<file path="src/rtl/axis_ss_fifo.sv">
// Single-clock AXI-Stream FIFO feeding the slave demux; registered-count flow control, no empty bypass.
// Optional egress packet counter enabled by defining AXIS_SS_FIFO_PKTCNT_EN.
module axis_ss_fifo #(
    parameter int pDATA_WIDTH = 32,
    parameter int pDEPTH      = 4
) (
    input  logic                     ASCLK,
    input  logic                     ARESET_N,
    input  logic [pDATA_WIDTH-1:0]   is_tdata,
    input  logic [2:0]               is_tid,
    input  logic                     is_tkeep,
    input  logic                     is_tlast,
    input  logic [3:0]               is_tstrb,
    input  logic                     is_tvalid,
    output logic                     is_tready,
    output logic [pDATA_WIDTH-1:0]   a_ss_tdata,
    output logic [2:0]               a_ss_tid,
    output logic                     a_ss_tkeep,
    output logic                     a_ss_tlast,
    output logic [3:0]               a_ss_tstrb,
    output logic                     a_ss_tvalid,
    input  logic                     a_ss_tready,
    output logic [$clog2(pDEPTH):0]  fifo_count,
    output logic [15:0]              pkt_cnt
);
    localparam int AW = $clog2(pDEPTH);

    typedef struct packed {
        logic [pDATA_WIDTH-1:0] data;
        logic [2:0]             tid;
        logic                   keep;
        logic                   last;
        logic [3:0]             strb;
    } ent_t;

    ent_t          mem [pDEPTH];
    ent_t          wr_ent;
    ent_t          head;
    logic [AW-1:0] wr_ptr;
    logic [AW-1:0] rd_ptr;
    logic          push;
    logic          pop;

    // Depth is a power of two, so the count MSB is exactly the full flag.
    assign is_tready   = ARESET_N & ~fifo_count[AW];
    assign a_ss_tvalid = |fifo_count;
    assign push        = is_tvalid & is_tready;
    assign pop         = a_ss_tvalid & a_ss_tready;

    assign wr_ent = '{data: is_tdata, tid: is_tid, keep: is_tkeep,
                      last: is_tlast, strb: is_tstrb};
    assign head   = mem[rd_ptr];

    assign a_ss_tdata = head.data;
    assign a_ss_tid   = head.tid;
    assign a_ss_tkeep = head.keep;
    assign a_ss_tlast = head.last;
    assign a_ss_tstrb = head.strb;

    always_ff @(posedge ASCLK) begin
        if (push) mem[wr_ptr] <= wr_ent;
    end

    always_ff @(posedge ASCLK) begin
        if (!ARESET_N) begin
            wr_ptr     <= '0;
            rd_ptr     <= '0;
            fifo_count <= '0;
        end else begin
            if (push) wr_ptr <= wr_ptr + 1'b1;
            if (pop)  rd_ptr <= rd_ptr + 1'b1;
            case ({push, pop})
                2'b10:   fifo_count <= fifo_count + 1'b1;
                2'b01:   fifo_count <= fifo_count - 1'b1;
                default: fifo_count <= fifo_count;
            endcase
        end
    end

`ifdef AXIS_SS_FIFO_PKTCNT_EN
    always_ff @(posedge ASCLK) begin
        if (!ARESET_N)            pkt_cnt <= '0;
        else if (pop && head.last) pkt_cnt <= pkt_cnt + 16'd1;
    end
`else
    assign pkt_cnt = 16'd0;
`endif

endmodule

</file>
<file path="config.mk">
export PLATFORM = sky130hd
export DESIGN_NAME = axis_ss_fifo
export DESIGN_NICKNAME = d
export VERILOG_FILES = /design/src/rtl/axis_ss_fifo.sv
export SDC_FILE = /design/constraint.sdc
export NUM_CORES = 1
export LEC_CHECK = 0
export CORE_UTILIZATION = 57
export CTS_CLUSTER_SIZE = 16
export DETAILED_ROUTE_END_ITERATION = 10
export PLACE_DENSITY = 0.84
export SLEW_MARGIN = 20
export SYNTH_ARGS = -nofsm -noshare
export SYNTH_HDL_FRONTEND = slang
export SYNTH_SLANG_ARGS = --single-unit
export TNS_END_PERCENT = 100
</file>
<file path="constraint.sdc">
create_clock -name ASCLK -period 5.7 [get_ports ASCLK]
set_input_delay 0.57 -clock ASCLK [delete_from_list [all_inputs] [get_ports ASCLK]]
set_output_delay 0.57 -clock ASCLK [all_outputs]
set_load 0.01 [all_outputs]
</file>
==> Yosys cells after proc, flatten, opt, wreduce, memory -nomap -nowiden <==
Memory sizes are Yosys's and may differ from the RTL's. A register that Yosys moved wholly into a read port is not among the register bits.
Index checks and enable logic that the tools add are counted.
{ "word_totals": {"regBits": 7, "mem_bits_rw": 164, "input_bits": 45, "output_inout_bits": 62, "wordCells": 21, "n_memories": 1} }
{ "classes": {"n_addsub": 4, "n_eq_ne": 2, "n_mux": 5, "n_bitwise": 4, "n_reduce_logical": 2} }
{ "mem_list": {"columns": ["name", "depth", "width", "read_ports", "rd_clocked_by_memory_dff", "write_ports", "line_no", "text"], "rows": [
  ["mem", 4, 41, 1, 1, 1, "36", "ent_t mem [pDEPTH];"]
]} }
{ "op_table": {"columns": ["op", "n"], "rows": [
  ["one-hot mux 3 bit (2 select lines)", 1],
  ["adder 2 x 1 -> 2 bit (second input constant)", 2],
  ["2-to-1 mux 2 bit", 2],
  ["adder 3 x 1 -> 3 bit (second input constant)", 1],
  ["bitwise AND 1 bit", 3],
  ["OR reduction 3 bit", 1],
  ["subtractor 3 x 1 -> 3 bit (second input constant)", 1],
  ["== test 2 x 1 -> 1 bit (second input constant)", 1],
  ["== test 2 bit (second input constant)", 1],
  ["2-to-1 mux 1 bit", 2],
  ["nonzero test 2 bit", 1],
  ["NOT 1 bit", 1]
]} }

==> Longest topological paths before layout <==
Gate-level depths: netlist of the first run.
{ "depth": {"depth_word": 5, "mapped_depth": 9, "depth_no_buf": 8} }

==> Worst setup path before layout of the first run <==
Ideal clock, no wire load.
{ "synth_timing": {"kind": "input port to flip-flop", "start": "input port is_tvalid", "end": "memory mem[0][0] in the netlist's numbering, enable pin", "setup_time_ns": 0.402, "t_arrival_ns": 1.872, "t_required_ns": 5.298, "setup_slack_ns": 3.426, "path_stages": 3, "n_path_buf": 1, "cell_sequence": "and3b_1 -> buf_2 -> and2_1"} }
{ "synth_via": {"elab_chain_len": 3} }
{ "synth_rtl": {"columns": ["item", "line_no", "text"], "rows": [
  ["start: declaration", "14", "input logic is_tvalid,"],
  ["bitwise AND 1 bit", "47", "assign push = is_tvalid & is_tready;"],
  ["2-to-1 mux 1 bit", "61", "if (push) mem[wr_ptr] <= wr_ent;"],
  ["2-to-1 mux 1 bit (not written as such)", "61", null],
  ["end: declaration", "36", null]
]} }
No other way between the ends.

==> metrics.txt, run 1 <==
outcome=finished, final reports clean; core footprint=11,000 um^2; layout cells sized above 1=19.1%; CP max stage delay=0.89 ns; max-capacitance violation count=0; # setup viols final=0; Slew Limit Headroom=25.8%; H-Tree Depth=4; Layout area overhead=22.5%; area leader, netlist=edfxtp_1; sequential share of power=a little under half; Max Clock Freq=323 MHz; Max Slew Vio Count=0; Hold Crit Class=reg -> reg; Cell Area, Synth=between 6000 and 7000 um^2; top-area cell type share of the netlist area=75.0%; Seq/Total Area, Yosys=77.7%; Buf/Inv on CP=1; detail-routed net length per standard cell=21.4 um; CTS tree=done; Avg Inst Size Synth=between 20 and 25 um^2; P_sw=826 uW; Worst Path Required=5.13 ns; crit path capture=a_ss_tdata[26]; CTS Sinks=173; die area=~12,000 um^2; unrepaired setup endpoints after global routing=no; post-route setup TNS=0 ns; Setup Buffers After CTS=0; fin crit period=3.10 ns; Die Y-Extent=between 100 and 150 um; Horiz. Die Dim=109 um; most numerous cell in the Yosys netlist=edfxtp_1; post-synthesis simple-gate area fraction=1.54%; Post-synth EDFFs=164; YS warnings=0; worst r2r src=fifo_count[2]; Fin. Hold Viols=0; GRT Util Overall=about 20%; ant diodes=0; initial antenna violation count=1; Hold Slack=0.519 ns; Initial Utilization=between 50% and 60%; Fillers=634; Final Cycle Share=54.3%; critical path capture point type=output port; dominant cells by area after synthesis=edfxtp_1, mux4_2, dfxtp_1; Worst path depth=2; Comb pwr share=between 20% and 30%; grt ovf=0; post-cts repair resize count=0; Via density=5.60; post-synthesis cell count=approximately 280; ys async rst share=0%; largest net degree at the start of global routing=42; worst setup path class=reg -> out; Synth Area in Adders=1.26%; first-pass GRT wire length=16.7 mm; hpwl dp=6.33 mm; Via Count=2,981; synthesis-stage register bit count=173; Slowest-stage cell, CP=dfxtp_4; DRT iter0 DRCs=about 210; CTS clk-pin slew, worst paths=0.06 ns; first drt pass iteration count=5; clock power share=32.7%; io pins=roughly 110; peak supply drop=around 0.32 mV; clock skew=0.00656 ns; pwr/cell area=421 nW/um^2; CTS Buf Count=17; CP top delay family=flip-flops; Final nets=430; Bufs on Longest Clock Path=2; vias in the first global route=~3,000; Routed WL=11.4 mm; Setup crit start kind=flip-flop; Worst-Skew Late Latency=0.42 ns; internal power=about 2.6 mW; Sequential cell area=5110 um^2; Reg-to-Reg End=fifo_count[2]; Synth top cells by count=edfxtp_1, mux4_2, buf_4, dfxtp_1, and2_1; crit path cell chain=mux4_1 > clkdlybuf4s50_1; Netlist cell types=24; multiplexer area fraction after synthesis=14.1%; CP Data Arrival Time=2.53 ns; PortBufs=90; main combinational cell family by area after synthesis=multiplexers; internal reg-to-reg setup slack=around 3.6 ns; hold_buf cts=0; compound-cell area share of the yosys netlist=less than 1%; Post-DRT Antenna Nets=0; Sw Ratio=24.4%; Post-Synth XOR/XNOR Area=0.667%; DR DRC count=0; multi-input logic area=around 1300 um^2; Tightest Pin Transition=1.11 ns; Critical Path Fanout Max=41; R2R depth=8; # rows=38; Synth Flop Type=edfxtp_1; leakage=between 2 and 3 nW; Clock Tree Root=clkbuf_16; GP Congestion=around 0.70
==> metrics by stage <==
| stage | cell area (um^2) | utilization, % | worst slack, ns | instances | power [mW] |
|---|---|---|---|---|---|
| 2_1_floorplan | 6620 | - | 3.43 | 297 | 2.03 |
| 3_3_place_gp | 7470 | 67.7 | 2.87 | 500 | 2.29 |
| 3_5_place_dp | 7470 | 67.7 | 2.82 | 500 | 2.32 |
| 4_1_cts | 8040 | 72.9 | 2.53 | 532 | 3.41 |
| 5_1_grt | 8040 | 72.9 | 2.42 | 532 | 3.51 |
| 6_report | 8040 | 72.9 | 2.60 | 532 | 3.39 |
==> worst register-to-register path: stages (launching register included) <==
cell,delay [ns]
dfxtp_1,0.45
and3b_1,0.29
inv_1,0.08
ha_1,0.18
inv_1,0.06
fa_1,0.37
xor2_1,0.15
or3_1,0.29
a21boi_0,0.19
==> power by group through the flow <==
stage	combinational [mW]	sequential [mW]	clock, mW
6_report	0.687	1.59	1.11
5_1_grt	0.729	1.62	1.17
4_1_cts	0.698	1.60	1.11
3_5_place_dp	0.690	1.63	0
3_3_place_gp	0.678	1.62	0
2_1_floorplan	0.508	1.52	0
==> registers in the layout, indices dropped and copies added, names as in the netlist, named ones only <==
signal and cells:
rd_ptr 2, wr_ptr 2, mem 164, fifo_count 3
==> logic make-up (layout without fill, tap and decap cells) <==
kind of cell,count (synthesis),in the layout
compound gates,6,6
simple gates,17,17
mux,41,41
buf+inv,33,128
xor+xnor,5,5
fa+ha+maj,6,6
other cells,1,16
flops,173,173
==> worst min path at each step <==
stage,from,depth (start not counted),to
3_5_place_dp,wr_ptr[1],2,wr_ptr[1]
5_1_grt,wr_ptr[1],2,wr_ptr[1]
3_3_place_gp,wr_ptr[1],2,wr_ptr[1]
4_1_cts,wr_ptr[1],2,wr_ptr[1]
6_report,wr_ptr[1],2,wr_ptr[1]
2_1_floorplan,wr_ptr[1],2,wr_ptr[1]
==> cells in the final DEF, fill, tap and decap left out, types with 2 or more instances in the layout <==
| master | instances |
|---|---|
| edfxtp_1 | 164 |
| clkdlybuf4s50_1 | 90 |
| mux4_2 | 40 |
| clkbuf_16 | 17 |
| conb_1 | 16 |
| dfxtp_1 | 7 |
| inv_1 | 6 |
| ha_1 | 5 |
| clkinvlp_4 | 5 |
| xnor2_1 | 4 |
| and2_1 | 4 |
| and2_2 | 3 |
| nor2b_1 | 3 |
| nand2_1 | 3 |
| o21ai_0 | 3 |
| or3_1 | 2 |
| clkinv_1 | 2 |
| clkinv_4 | 2 |
| inv_6 | 2 |
| bufinv_16 | 2 |
==> layout make-up <==
class | count | share of cell area, %
Inverter | 6 | 0.280
Multi-Input combinational cell | 91 | 15.7
Timing Repair Buffer | 90 | 11.2
Clock inverter | 14 | 1.80
Tap cell | 140 | 2.18
Sequential cell | 173 | 63.5
Clock buffer | 18 | 5.34
==> metal layers <==
metal | track usage, % | part of all wire [%]
met2 | 34.1 | 54
met5 | 0 | 0.096
met1 | 25.8 | 39
met4 | 5.90 | 1.0
met3 | 6.64 | 6.2
(Power assumes the default switching activity.)
==> run 2: changes to the inputs <==
- CORE_UTILIZATION: 57 -> 53
- PLACE_DENSITY: 0.84 -> 0.79
- clock period: 5.7 -> 3.2 ns (I/O delays scaled with it)
==> run 2 against run 1 <==
Effect of this change:
- sequential share of layout area down 0.93 points
- via count is 1.1% higher
- largest cell class unchanged
- critical endpoint is now a_ss_tdata[29]
- global-route usage is 1.5 points lower
- worst setup slack worse by 2.1 ns
- register-to-register slack worse by 2.5 ns
- cell area increased by 1.5%
==> metrics.txt, run 2 (synthesis gave the netlist of run 1 again) <==
Critical Path Fanout Max=23 (-44%); Worst Path Required=2.88 ns (-2.25 ns); CTS clk-pin slew, worst paths=0.06 ns (about the same); Layout area overhead=24.3%; Via Count=3,014 (+1.1%); CP Data Arrival Time=2.40 ns (-0.13 ns); Bufs on Longest Clock Path=2 (unchanged); post-route setup TNS=0 ns (unchanged); GP Congestion=0.693 (-0.77%); Tot Pwr=6.01 mW (+77%); DR DRC count=0 (unchanged); Slowest-stage cell, CP=dfxtp_4; H-Tree Depth=4 (unchanged); CTS Sinks=173 (unchanged); leakage=2.64 nW (+2.7%); fin crit period=2.72 ns; Initial Utilization=54.4% (-5.1 points); pwr/cell area=737 nW/um^2 (+75%); unrepaired setup endpoints after global routing=no; first-pass GRT wire length=17.1 mm (+2.4%); Die Y-Extent=113 um (+3.6%); clock skew=0.00606 ns (-0.000498 ns); Post-DRT Antenna Nets=0 (unchanged); grt ovf=0 (unchanged); Setup crit start kind=flip-flop; most common cell after layout, fill and taps aside=edfxtp_1; worst setup path class=reg -> out; CTS tree=done; initial antenna violation count=0 (-1); number of flip-flops under the largest register name=164 (unchanged); Final nets=440 (+2.3%); ant diodes=0 (unchanged); Fin. Hold Viols=0 (unchanged); DRT iter0 DRCs=240 (+13%); outcome=finished, final reports clean; largest registers=mem x164, fifo_count x3; Via density=5.29 (-5.6%); Max Slew Vio Count=0 (unchanged); largest net degree at the start of global routing=28 (-33%); hpwl dp=6.73 mm (+6.2%); Setup Buffers After CTS=0 (unchanged); Hold Crit Class=reg -> reg; io pins=107 (unchanged); vias in the first global route=3,172 (+5.5%); Worst-Skew Late Latency=0.42 ns (about the same); detail-routed net length per standard cell=19.4 um (-9.7%); # setup viols final=0 (unchanged); critical path capture point type=output port; internal reg-to-reg setup slack=1.02 ns (-2.54 ns); first drt pass iteration count=4 (-1); CP top delay family=buffers and inverters; post-cts repair resize count=0 (unchanged); hold_buf cts=0 (unchanged); Routed WL=11.0 mm (-3.3%); max-capacitance violation count=0 (unchanged); die area=12,800 um^2 (+7.4%); Final Cycle Share=84.9%; CP max stage delay=0.65 ns (-0.24 ns); Reg with most FFs=mem; GRT Util Overall=18.9% (-1.5 points); Buf/Inv on CP=2 (+1); PortBufs=90 (unchanged); peak supply drop=0.451 mV (+39%); layout cells sized above 1=20.4% (+1.3 points); crit path cell chain=buf_4 > mux4_2 > clkdlybuf4s50_1; # rows=40 (+5.3%); most frequent cells in the layout=edfxtp_1, clkdlybuf4s50_1, mux4_2; Clock Tree Root=clkbuf_16; core footprint=12,100 um^2 (+9.3%); Horiz. Die Dim=113 um (+3.6%); Max Clock Freq=368 MHz; CTS Buf Count=17 (unchanged)
## run 2: cell types whose count changed in the layout (fill, tap and decap cells not counted), sizes merged
cell,before,now
buf,0,10
clkbuf,18,23
clkinv,5,7
inv,8,6
clkinvlp,5,0
## run 2: power breakdown
part	switching, mW	internal (mW)
registers	0.139	2.62
clock network	0.771	1.14
logic	0.512	0.831
## run 2: final timing paths
check / to / cells after the start / from
max: a_ss_tdata[29] / 3 / flip-flop
min: wr_ptr[1] / 2 / wr_ptr[1]
max reg2reg: fifo_count[2] / 8 / fifo_count[2]
min reg2reg: wr_ptr[1] / 2 / wr_ptr[1]
## run 2: final cells by class
class                           count  area [um^2]
Clock inverter                      9         98.8
Timing Repair Buffer              100         1010
Inverter                            6         22.5
Multi-Input combinational cell     91         1260
Sequential cell                   173         5110
Tap cell                          168          210
Clock buffer                       23          448
Fill cell                         773         3900
## run 2: routing by layer
layer / track usage [%] / vias up / part of all wire [%]
met5: 0 / - / 0
met4: 9.21 / 0 / 1.6
met3: 6.27 / 18 / 7.0
met2: 29.8 / 113 / 50
met1: 23.9 / 1553 / 41
li1: - / 1330 / -
## run 2: metrics by stage
stage | hold slack (ns) | std cells | utilization (%) | worst slack [ns] | cell area [um^2]
finish | 0.529 | 570 | 67.7 | 0.484 | 8160
global placement | 0.501 | 538 | 63.1 | 0.732 | 7620
global route | 0.527 | 570 | 67.7 | 0.323 | 8160
floorplan | 0.419 | 297 | - | 1.06 | 6620
detailed placement | 0.513 | 538 | 63.1 | 0.564 | 7620
CTS | 0.514 | 570 | 67.7 | 0.409 | 8160
## run 2: tightest hold or removal path: stages (launching register included)
cell     delay, ns
dfxtp_1       0.34
nand2_1       0.06
o21ai_0       0.07
